==> config.mk <==
export PLATFORM = sky130hd
export DESIGN_NAME = wb_stage
export DESIGN_NICKNAME = d
export VERILOG_FILES = /design/src/rtl/rv32i_types.sv /design/src/rtl/load_align.sv /design/src/rtl/wb_stage.sv
export SDC_FILE = /design/constraint.sdc
export NUM_CORES = 1
export LEC_CHECK = 0
export ABC_CLOCK_PERIOD_IN_PS = 1800
export BUFFER_PORTS_ARGS = -buffer_cell sky130_fd_sc_hd__buf_2
export CORE_MARGIN = 2
export CORE_UTILIZATION = 46
export CTS_BUF_LIST = sky130_fd_sc_hd__clkbuf_2
export DETAILED_ROUTE_END_ITERATION = 6
export GPL_ROUTABILITY_DRIVEN = 0
export HOLD_SLACK_MARGIN = 0.05
export PLACE_DENSITY = 0.83
export SYNTH_ARGS = -nofsm -noshare
export SYNTH_HDL_FRONTEND = slang
export SYNTH_HIERARCHICAL = 1
export SYNTH_SLANG_ARGS = --single-unit
==> constraint.sdc <==
create_clock -name clk -period 1.8 [get_ports clk]
set_clock_uncertainty 0.1 [all_clocks]
set_input_delay 0.27 -clock clk [delete_from_list [all_inputs] [get_ports clk]]
set_output_delay 0.27 -clock clk [all_outputs]
set_load 0.005 [all_outputs]
==> src/rtl/rv32i_types.sv <==
// Shared types and constants for the RV32I writeback path.
package rv32i_types;

    // Writeback source select carried down the pipe from decode.
    typedef enum logic [2:0] {
        WB_ALU  = 3'd0,
        WB_LOAD = 3'd1,
        WB_PC4  = 3'd2,
        WB_IMM  = 3'd3,
        WB_BR   = 3'd4
    } wb_sel_t;

    // Load width/sign encodings (funct3). Any other value is handled as a word load.
    localparam logic [2:0] LB  = 3'd0;
    localparam logic [2:0] LH  = 3'd1;
    localparam logic [2:0] LW  = 3'd2;
    localparam logic [2:0] LBU = 3'd4;
    localparam logic [2:0] LHU = 3'd5;

    // Writeback stage occupancy.
    typedef enum logic [1:0] {
        S_IDLE   = 2'd0,
        S_COMMIT = 2'd1,
        S_WAIT   = 2'd2
    } wb_state_t;

endpackage

==> src/rtl/load_align.sv <==
// Selects and extends the addressed byte/halfword of a raw load word.
module load_align
    import rv32i_types::*;
#(
    parameter int unsigned XLEN = 32
) (
    input  logic [2:0]      funct3,
    input  logic [1:0]      addr,
    input  logic [XLEN-1:0] rdata,
    output logic [XLEN-1:0] data
);

    logic [7:0]  byte_sel;
    logic [15:0] half_sel;

    // Lane select followed by sign/zero extension by funct3.
    always_comb begin
        byte_sel = rdata[7:0];
        case (addr)
            2'd0:    byte_sel = rdata[7:0];
            2'd1:    byte_sel = rdata[15:8];
            2'd2:    byte_sel = rdata[23:16];
            default: byte_sel = rdata[31:24];
        endcase

        // Halfword lane comes from addr[1]; misaligned addr[0] is ignored.
        half_sel = addr[1] ? rdata[31:16] : rdata[15:0];

        case (funct3)
            LB:      data = {{(XLEN-8){byte_sel[7]}}, byte_sel};
            LBU:     data = {{(XLEN-8){1'b0}}, byte_sel};
            LH:      data = {{(XLEN-16){half_sel[15]}}, half_sel};
            LHU:     data = {{(XLEN-16){1'b0}}, half_sel};
            default: data = rdata;
        endcase
    end

endmodule

==> src/rtl/wb_stage.sv <==
// RV32I writeback stage: MEM/WB register, load-response wait and regfile write port.
module wb_stage
    import rv32i_types::*;
#(
    parameter int unsigned XLEN      = 32,
    parameter int unsigned REGS_LOG2 = 5
) (
    input  logic                 clk,
    input  logic                 rst_n,
    input  logic                 mem_valid,
    input  logic                 mem_regwrite,
    input  logic [REGS_LOG2-1:0] mem_rd,
    input  logic [2:0]           mem_wb_sel,
    input  logic [2:0]           mem_funct3,
    input  logic [XLEN-1:0]      mem_alu_out,
    input  logic [XLEN-1:0]      mem_pc,
    input  logic [XLEN-1:0]      mem_imm,
    input  logic                 mem_br_en,
    input  logic                 stall,
    input  logic                 dmem_resp,
    input  logic [XLEN-1:0]      dmem_rdata,
    output logic                 wb_ready,
    output logic                 rf_load,
    output logic [REGS_LOG2-1:0] rf_dest,
    output logic [XLEN-1:0]      rf_in,
    output logic                 fwd_valid,
    output logic [REGS_LOG2-1:0] fwd_rd
);

    wb_state_t             state_q, state_d;
    logic [REGS_LOG2-1:0]  rd_q, rd_d;
    logic                  regwrite_q, regwrite_d;
    logic [XLEN-1:0]       result_q, result_d;
    logic [2:0]            funct3_q, funct3_d;
    logic [1:0]            addr_q, addr_d;

    logic                  accept;
    logic [XLEN-1:0]       direct_result;
    logic [XLEN-1:0]       load_data;

    assign wb_ready = (state_q != S_WAIT);
    assign accept   = mem_valid && !stall && wb_ready;

    // Load metadata is latched at accept, so alignment works from registered state.
    load_align #(
        .XLEN (XLEN)
    ) u_load_align (
        .funct3 (funct3_q),
        .addr   (addr_q),
        .rdata  (dmem_rdata),
        .data   (load_data)
    );

    // Result for non-load sources, formed at capture time.
    always_comb begin
        case (mem_wb_sel)
            WB_PC4:  direct_result = mem_pc + XLEN'(4);
            WB_IMM:  direct_result = mem_imm;
            WB_BR:   direct_result = {{(XLEN-1){1'b0}}, mem_br_en};
            default: direct_result = mem_alu_out;
        endcase
    end

    // Next-state and pipeline register update.
    always_comb begin
        state_d    = state_q;
        rd_d       = rd_q;
        regwrite_d = regwrite_q;
        result_d   = result_q;
        funct3_d   = funct3_q;
        addr_d     = addr_q;

        case (state_q)
            S_IDLE, S_COMMIT: begin
                if (accept) begin
                    rd_d       = mem_rd;
                    regwrite_d = mem_regwrite;
                    funct3_d   = mem_funct3;
                    addr_d     = mem_alu_out[1:0];
                    if (mem_wb_sel == WB_LOAD) begin
                        state_d = S_WAIT;
                    end else begin
                        state_d  = S_COMMIT;
                        result_d = direct_result;
                    end
                end else begin
                    state_d = S_IDLE;
                end
            end
            S_WAIT: begin
                // No timeout: the stage holds until memory answers.
                if (dmem_resp) begin
                    result_d = load_data;
                    state_d  = S_COMMIT;
                end
            end
            default: state_d = S_IDLE;
        endcase
    end

    // State and pipeline register.
    always_ff @(posedge clk or negedge rst_n) begin
        if (!rst_n) begin
            state_q    <= S_IDLE;
            rd_q       <= '0;
            regwrite_q <= 1'b0;
            result_q   <= '0;
            funct3_q   <= '0;
            addr_q     <= '0;
        end else begin
            state_q    <= state_d;
            rd_q       <= rd_d;
            regwrite_q <= regwrite_d;
            result_q   <= result_d;
            funct3_q   <= funct3_d;
            addr_q     <= addr_d;
        end
    end

    // Write port is purely registered; x0 writes are suppressed here.
    assign rf_load   = (state_q == S_COMMIT) && regwrite_q && (rd_q != '0);
    assign rf_dest   = rd_q;
    assign rf_in     = result_q;
    assign fwd_valid = rf_load;
    assign fwd_rd    = rf_dest;

endmodule

# [Yosys cells after proc, flatten, opt, wreduce, memory -nomap -nowiden]
# Index checks and enable logic that the tools add are counted.
[totals] reg_bits=45 in_bits=146 out_inout_bits=45
[classes] addsub=1 eq_ne=15 muxes=12 n_reduce_logical=13
[ops] operator="case mux 32 bit (4 select lines)" count=1
[ops] operator="two-way mux 32 bit" count=3
[ops] operator="case mux 32 bit (3 select lines)" count=1
[ops] operator="case mux 32 bit (2 select lines)" count=1
[ops] operator="adder 32 x 3 -> 32 bit (second input constant)" count=1
[ops] operator="case mux 8 bit (3 select lines)" count=1
[ops] operator="two-way mux 16 bit" count=1
[ops] operator="== test 3 bit (second input constant)" count=3
[ops] operator="inequality test 2 bit (second input constant)" count=4
[ops] operator="== test 3 x 1 -> 1 bit (second input constant)" count=2
[ops] operator="== test 3 x 2 -> 1 bit (second input constant)" count=2
[ops] operator="two-way mux 2 bit" count=3
[ops] operator="nonzero test 5 bit" count=1
[ops] operator="== test 2 x 1 -> 1 bit (second input constant)" count=2
[ops] operator="== test 2 bit (second input constant)" count=2
[ops] operator="logical AND 1 bit" count=4
[ops] operator="logical NOT 2 bit" count=2
[ops] operator="case mux 2 bit (2 select lines)" count=1
[ops] operator="AND reduction 4 bit" count=1
[ops] operator="logical NOT 3 bit" count=1
[ops] operator="AND reduction 2 bit" count=1
[ops] operator="nonzero test 2 bit" count=1
[ops] operator="OR reduction 2 bit" count=1
[ops] operator="logical NOT 1 bit" count=1

# [Logic depth before layout (Yosys ltp)]
# Gate-level depths: netlist of the first run.
[depth] depth_word=5 depth_mapped=9

# [Hierarchy]
# Netlist of the first run, hierarchy kept.
[modules_own_cells] module="wb_stage" instances=1 cells_per_inst=455 area_per_inst_um2=3579.7 seq_area_each_um2=1126.1
[modules_own_cells] module="load_align" instances=1 cells_per_inst=133 area_per_inst_um2=969.7 seq_area_each_um2=0.0

# [Worst setup path after synthesis of the first run]
# No wires, ideal clock.
[synth_path] path_kind="reg2reg" start="reg addr_q[0]" end="reg result_q[20], in the netlist rf_in[20]" arrival_ns=1.669 required_ns=1.563 setup_slack_ns=-0.106 stages_incl_launch_ff=9 n_path_buf=2 synth_period_minus_slack_ns=1.906 cell_sequence="dfrtp_1 -> buf_6 -> mux2_4 -> a22oi_4 -> buf_6 -> o22ai_1 -> a21oi_1 -> a2bb2oi_1 -> o41ai_1"
[synth_via] elab_chain_len=5 elab_cells_between_ends=7 classes_between="2 x eq/ne; 4 x mux; 1 x reduce/logical"
[synth_rtl] element="from (decl)" line_no="wb_stage.sv:35" text="logic [1:0] addr_q, addr_d;"
[synth_rtl] element="from (signal assigned)" line_no="wb_stage.sv:116" text="addr_q <= addr_d;"
[synth_rtl] element="== test 2 bit, or another cell as far along" line_no="load_align.sv:19" text="case (addr)"
[synth_rtl] element="case mux 8 bit (3 select lines) *" line_no="load_align.sv:19"
[synth_rtl] element="case mux 32 bit (4 select lines) *" line_no="load_align.sv:29" text="case (funct3)"
[synth_rtl] element="named net load_data[20]" line_no="wb_stage.sv:39" text="logic [XLEN-1:0] load_data;"
[synth_rtl] element="two-way mux 32 bit *" line_no="wb_stage.sv:92" text="if (dmem_resp) begin"
[synth_rtl] element="case mux 32 bit (2 select lines) *" line_no="wb_stage.sv:73" text="case (state_q)"
[synth_rtl] element="to (signal assigned)" line_no="wb_stage.sv:114" text="result_q <= result_d;"
[synth_rtl] element="to (decl)" line_no="wb_stage.sv:33" text="logic [XLEN-1:0] result_q, result_d;"
# The timed path passes the listed nets; every way through them passes the cells marked *. The select of a mux whose other input is x is not followed.
# A chain may end at the register's enable or synchronous reset.

# [Final worst setup path of the first run]
[layout_path] start="reg rd_q[3], in the netlist fwd_rd[3]" end="out rf_load"
[layout_via] elab_chain_len=2
[layout_rtl] element="from (decl)" line_no="wb_stage.sv:31" text="logic [REGS_LOG2-1:0] rd_q, rd_d;"
[layout_rtl] element="from (signal assigned)" line_no="wb_stage.sv:112" text="rd_q <= rd_d;"
[layout_rtl] element="nonzero test 5 bit" line_no="wb_stage.sv:121" text="assign rf_load = (state_q == S_COMMIT) && regwrite_q && (rd_q != '0);"
[layout_rtl] element="logical AND 1 bit" line_no="wb_stage.sv:121"
[layout_rtl] element="to (decl)" line_no="wb_stage.sv:23" text="output logic rf_load,"
# No other way between the ends.

==> results.ini, run 1 <==
[routing]
wl_per_cell_um=22.2
vias_per_cell=6.64
post-route-drc-count=13
num_vias=6624
drtIter0Drc=889
drt-total-wl_mm=22.1
drtAntennaViolNets=0
drtPass1Iterations=7

[synthesis]
synth_most_common_cell=nand2_1
synthesis.nets=735
seq_area_frac_synth=0.248
synth.distinct_cells=67
yosysWarnings=6
synth-seq-cells=45
synth_area_um2=4550
synth-main-ff-cell=dfrtp_1
synthTopCellsByCount=nand2_1, a21oi_1, nor2_1
ys_async_sr_fraction=1.00
synth_area_leaders=dfrtp_1, a21oi_1, nand2_1
yosysTopAreaCell=dfrtp_1
yosysTopAreaCellShare=0.248
synthCells=588
avgSynthCellArea_um2=7.74
synth_edf_count=0

[timing]
max_freq_mhz=462
finalWorstSetupSlack_ns=-0.367
min_period_ns=2.17
period_share=1.20
slew_headroom=0.509
fin_setup_tns_ns=-4.44
setup_violations=33
rsz0062_at_grt=yes
slew_viol_final=0
worst_pin_slew_ns=0.717
hold_violations=0

[placement]
place_ws_ns=-0.272
hpwlAfterDp_mm=14.1
portBuffers=190

[global_routing]
grt_max_degree=46
grt_pass1_wl_mm=29.6
grt_usage=0.356
antenna_found_initial=1
gr-total-overflow=0
grt_pass1_vias=5861

[pwr]
ir_drop_mv=0.337
p_leak_uw=0.00326
p_per_area_nw_per_um2=653

[floorplanning]
die_w_um=103
die_area_um2=10700
die_y_um=103
fp-row-count=36
core_area_um2=9680
top_level_ports=191
initial_core_util=0.470

[worst_setup_path]
path_max_fanout=2
cp_data_required_time_ns=1.43
r2r_start=addr_q[1]$_DFFE_PN0P_
r2r_cells=9
r2r_end=rf_in[5]$_DFFE_PN0P_
startpoint_type=flip-flop
end_kind=primary output
arrival_ns=1.80
worstSetupPathType=reg -> out
reg2reg_slack_ns=-0.30

[worst_hold_path]
min_path_cells=3
holdPathEnd=rf_in[19]$_DFFE_PN0P_
hold_path_startpoint=mem_alu_out[19]
hp-class=in -> reg

[clock_tree]
root_buffer=clkbuf_2
clock-sinks=45
path_clk_slew_ns=0.25
h-tree-depth=2
ctsLongestPathBuffers=2
clk_latency_ns=0.43
cts_tree=built
cts_buffers=5

[outcome]
failed_checks=DRC, setup timing
status=complete, but fails checks

[final_layout]
syn_to_final_growth_pct=55.0
drive_above_1_share=0.473
nets=1009

[job]
drv_cap=0

kinds of logic (layout without fill, tap and decap cells):
group	count (synthesis)	count (layout)	synth area share
other	0	1	0
AND/OR/NAND/NOR	209	209	0.237
multiplexers	18	18	0.0671
buffers and inverters	76	351	0.0855
AO/OA/AOI/OAI	217	217	0.318
adder cells (fa/ha/maj)	1	1	0.00275
XOR/XNOR	22	22	0.0424
flip-flops	45	45	0.248
power breakdown:
| part | leakage (uW) | internal (uW) | switching (uW) | total (uW) |
|---|---|---|---|---|
| Sequential | 0.000550 | 1200 | 165 | 1370 |
| Clock | 0.0000278 | 85.0 | 359 | 444 |
| Combinational | 0.00268 | 1320 | 1480 | 2790 |
| Total | 0.00326 | 2600 | 2000 | 4600 |
cell usage in the layout, fill, tap and decap left out, types with 11 or more instances in the layout:
cell and n:
dfrtp_1 42, nor2_1 38, buf_2 189, a21oi_1 55
dlygate4sd3_1 18, inv_1 17, o21ai_1 31, nand2_1 71
nor2b_1 13, a22oi_1 12, a211oi_1 13, nand3_1 12
buf_6 18, buf_4 87, nand4_1 11, xor2_1 20
metrics by stage:
| step | utilization | power [uW] | hold slack, ns | cell area (um2) | instances |
|---|---|---|---|---|---|
| after CTS | 0.685 | 4020 | 0.0506 | 6630 | 981 |
| final | 0.728 | 4600 | 0.0239 | 7050 | 997 |
| after global placement | 0.625 | 3180 | 0.164 | 6050 | 941 |
| after global routing | 0.728 | 4780 | 0.0301 | 7050 | 997 |
| after detailed placement | 0.625 | 3250 | 0.167 | 6050 | 941 |
| after floorplan | - | 2380 | -0.126 | 4560 | 588 |
worst max path at each step:
stage / start / to / slack (ns)
finish: fwd_rd[3]$_DFFE_PN0P_ / rf_load / -0.37
global route: fwd_rd[3]$_DFFE_PN0P_ / rf_load / -0.42
CTS: fwd_rd[0]$_DFFE_PN0P_ / fwd_valid / -0.25
detailed placement: addr_q[1]$_DFFE_PN0P_ / rf_in[12]$_DFFE_PN0P_ / -0.27
global placement: addr_q[1]$_DFFE_PN0P_ / rf_in[30]$_DFFE_PN0P_ / -0.18
floorplan: addr_q[0]$_DFFE_PN0P_ / rf_in[20]$_DFFE_PN0P_ / -0.11
flip-flops by register name, summed over array words and instances, names as in the netlist:
name and cells:
funct3_q 3, regwrite_q 1, fwd_rd 5, addr_q 2, rf_in 32, state_q 2
layout make-up:
| type | count | area [um2] |
|---|---|---|
| Clock buffer | 5 | 25.0 |
| Inverter | 21 | 87.6 |
| Antenna cell | 1 | 2.50 |
| Fill cell | 700 | 2640 |
| Tap cell | 133 | 166 |
| Sequential cell | 45 | 1130 |
| Multi-Input combinational cell | 467 | 3460 |
| Clock inverter | 3 | 12.5 |
| Timing Repair Buffer | 322 | 2170 |
layer usage:
metal / track usage / share of wire / wire [um]
met5: 0 / 0 / 0
met4: 0.162 / 0.078 / 1740
met3: 0.0753 / 0.13 / 2840
met2: 0.566 / 0.45 / 9940
met1: 0.465 / 0.34 / 7610
worst max-delay path, cell delays in order, from the launching register on:
cell,delay [ns]
dfrtp_1,0.45
or4_4,0.56
nor2_4,0.15
nor3_2,0.07
buf_2,0.13
what timing repair did:
action / CTS / global route
pin swaps: 32 / 57
hold buffers: 15 / 3
gates resized for setup: 76 / 67
buffers inserted: 15 / 18
hold endpoints to repair: 59 / 3
endpoints found under the setup margin: 35 / 35
cloned: 2 / 0
No activity file was read; power rests on OpenSTA's default activity.
==> run 2, diff against run 1 <==
Settings changed: CORE_MARGIN 2 to not set.
==> run 2 against run 1 <==
Cell area shrank 0.89%. Register-to-register slack worse by 0.02 ns. Critical endpoint is now rf_in[27]$_DFFE_PN0P_. First-iteration DRC count is 15% lower. The flow still finishes with violations (DRC, setup timing). Highest routed layer unchanged. Critical path type is now reg -> reg.
==> results.ini, run 2 (synthesis results as in run 1) <==
[outcome]
status=complete, but fails checks
failed_checks=DRC, setup timing

[global_routing]
grt_usage=0.363
antenna_found_initial=0
grt_pass1_wl_mm=29.1
grt_pass1_vias=5836
gr-total-overflow=0
grt_max_degree=29

[final_layout]
fill_cells=623
stdcell_area_um2=6990
drive_above_1_share=0.476
stdcell_count=992
layout_commonest_cell=buf_2
antenna_cells=0
syn_to_final_growth_pct=53.6
largest_register_ffs=32
final_cell_mix=buf_2, buf_4, nand2_1, a21oi_1, dfrtp_1
nets=1009

[worst_setup_path]
arrival_ns=2.34
path_max_fanout=5
r2r_start=addr_q[1]$_DFFE_PN0P_
r2r_end=rf_in[27]$_DFFE_PN0P_
worstSetupPathType=reg -> reg
cp_data_required_time_ns=2.02
r2r_cells=8
reg2reg_slack_ns=-0.32
startpoint_type=flip-flop
end_kind=flip-flop

[timing]
slew_viol_final=0
rsz0062_at_grt=yes
hold_ws_ns=0.0500
finalWorstSetupSlack_ns=-0.321
slew_headroom=0.380
max_freq_mhz=471
min_period_ns=2.12
hold_violations=0
period_share=1.18
worst_pin_slew_ns=0.907
setup_violations=33

[pwr]
ir_drop_mv=0.334
p_per_area_nw_per_um2=655
p_leak_uw=0.00326

[worst_hold_path]
hp-class=in -> reg
holdPathEnd=rf_in[29]$_DFFE_PN0P_
hold_path_startpoint=mem_alu_out[29]
min_path_cells=3

[routing]
vias_per_cell=6.54
drtAntennaViolNets=0
drtPass1Iterations=7
num_vias=6492
post-route-drc-count=4
drtIter0Drc=756
wl_per_cell_um=21.2
drt-total-wl_mm=21.0

[floorplanning]
core_area_um2=9420
top_level_ports=191
die_y_um=101
die_area_um2=10300
initial_core_util=0.483
fp-row-count=35
die_w_um=101

[clock_tree]
clk_latency_ns=0.44
ctsLongestPathBuffers=2
cts_tree=built
path_clk_slew_ns=0.25
cts_buffers=5
clock-sinks=45
root_buffer=clkbuf_2
h-tree-depth=2

[placement]
portBuffers=190
hpwlAfterDp_mm=14.2
dpl_cell_area_um2=6070
dp_cells=942
place_ws_ns=-0.234

[job]
drv_cap=0

==> run 2: metrics by stage <==
stage	util	setup TNS, ns	total power (uW)
finish	0.742	-5.90	4580
global route	0.742	-7.46	4750
CTS	0.703	-2.29	4120
detailed placement	0.645	-3.04	3260
global placement	0.645	-1.26	3190
floorplan	-	-0.316	2380
==> run 2: cell type report <==
| cell class | count | area, um2 | share of cell area |
|---|---|---|---|
| repair buffers | 319 | 2080 | 0.297 |
| repair inverters | 1 | 5.00 | 0.000716 |
| multi-input cells | 469 | 3460 | 0.495 |
| clock buffers | 6 | 30.0 | 0.00430 |
| well taps | 129 | 161 | 0.0231 |
| inverters | 21 | 87.6 | 0.0125 |
| clock inverters | 2 | 33.8 | 0.00484 |
| flip-flops and latches | 45 | 1130 | 0.162 |
==> run 2: what timing repair did <==
item / 4_1_cts / 5_1_grt
resized for setup: 61 / 66
hold buffers: 18 / 0
pin swaps: 28 / 41
cloned: 3 / 2
hold endpoints to repair: 62 / 0
setup endpoints to repair: 35 / 35
buffers inserted: 9 / 13
==> run 2: how the worst max path moves through the flow <==
stage	start	endpoint	slack (ns)
floorplan	addr_q[0]$_DFFE_PN0P_	rf_in[20]$_DFFE_PN0P_	-0.11
global placement	mem_pc[2]	rf_in[3]$_DFFE_PN0P_	-0.18
detailed placement	mem_pc[2]	rf_in[3]$_DFFE_PN0P_	-0.23
CTS	fwd_rd[3]$_DFFE_PN0P_	fwd_valid	-0.26
global route	addr_q[1]$_DFFE_PN0P_	rf_in[27]$_DFFE_PN0P_	-0.38
finish	addr_q[1]$_DFFE_PN0P_	rf_in[27]$_DFFE_PN0P_	-0.32
==> run 2: routing by layer <==
metal / vias up / wire (um) / global-route usage / part of all wire
met4: 0 / 1520 / 0.177 / 0.072
met1: 2943 / 7440 / 0.458 / 0.35
li1: 2739 / - / - / -
met3: 173 / 2470 / 0.0642 / 0.12
met5: - / 0 / 0 / 0
met2: 637 / 9600 / 0.601 / 0.46
==> run 2: critical path: stages (launching register included) <==
cell and delay (ns):
dfrtp_2 0.49, buf_6 0.12, buf_6 0.12, nor2b_4 0.14
a22oi_4 0.33, buf_6 0.20, o22ai_2 0.08, a22oi_1 0.24
o221ai_1 0.18
==> run 2: power breakdown <==
group	switching, uW	internal [uW]	leakage, uW
clock	368	236	0.0000406
combinational	1380	1220	0.00267
sequential	169	1200	0.000549
total	1920	2660	0.00326
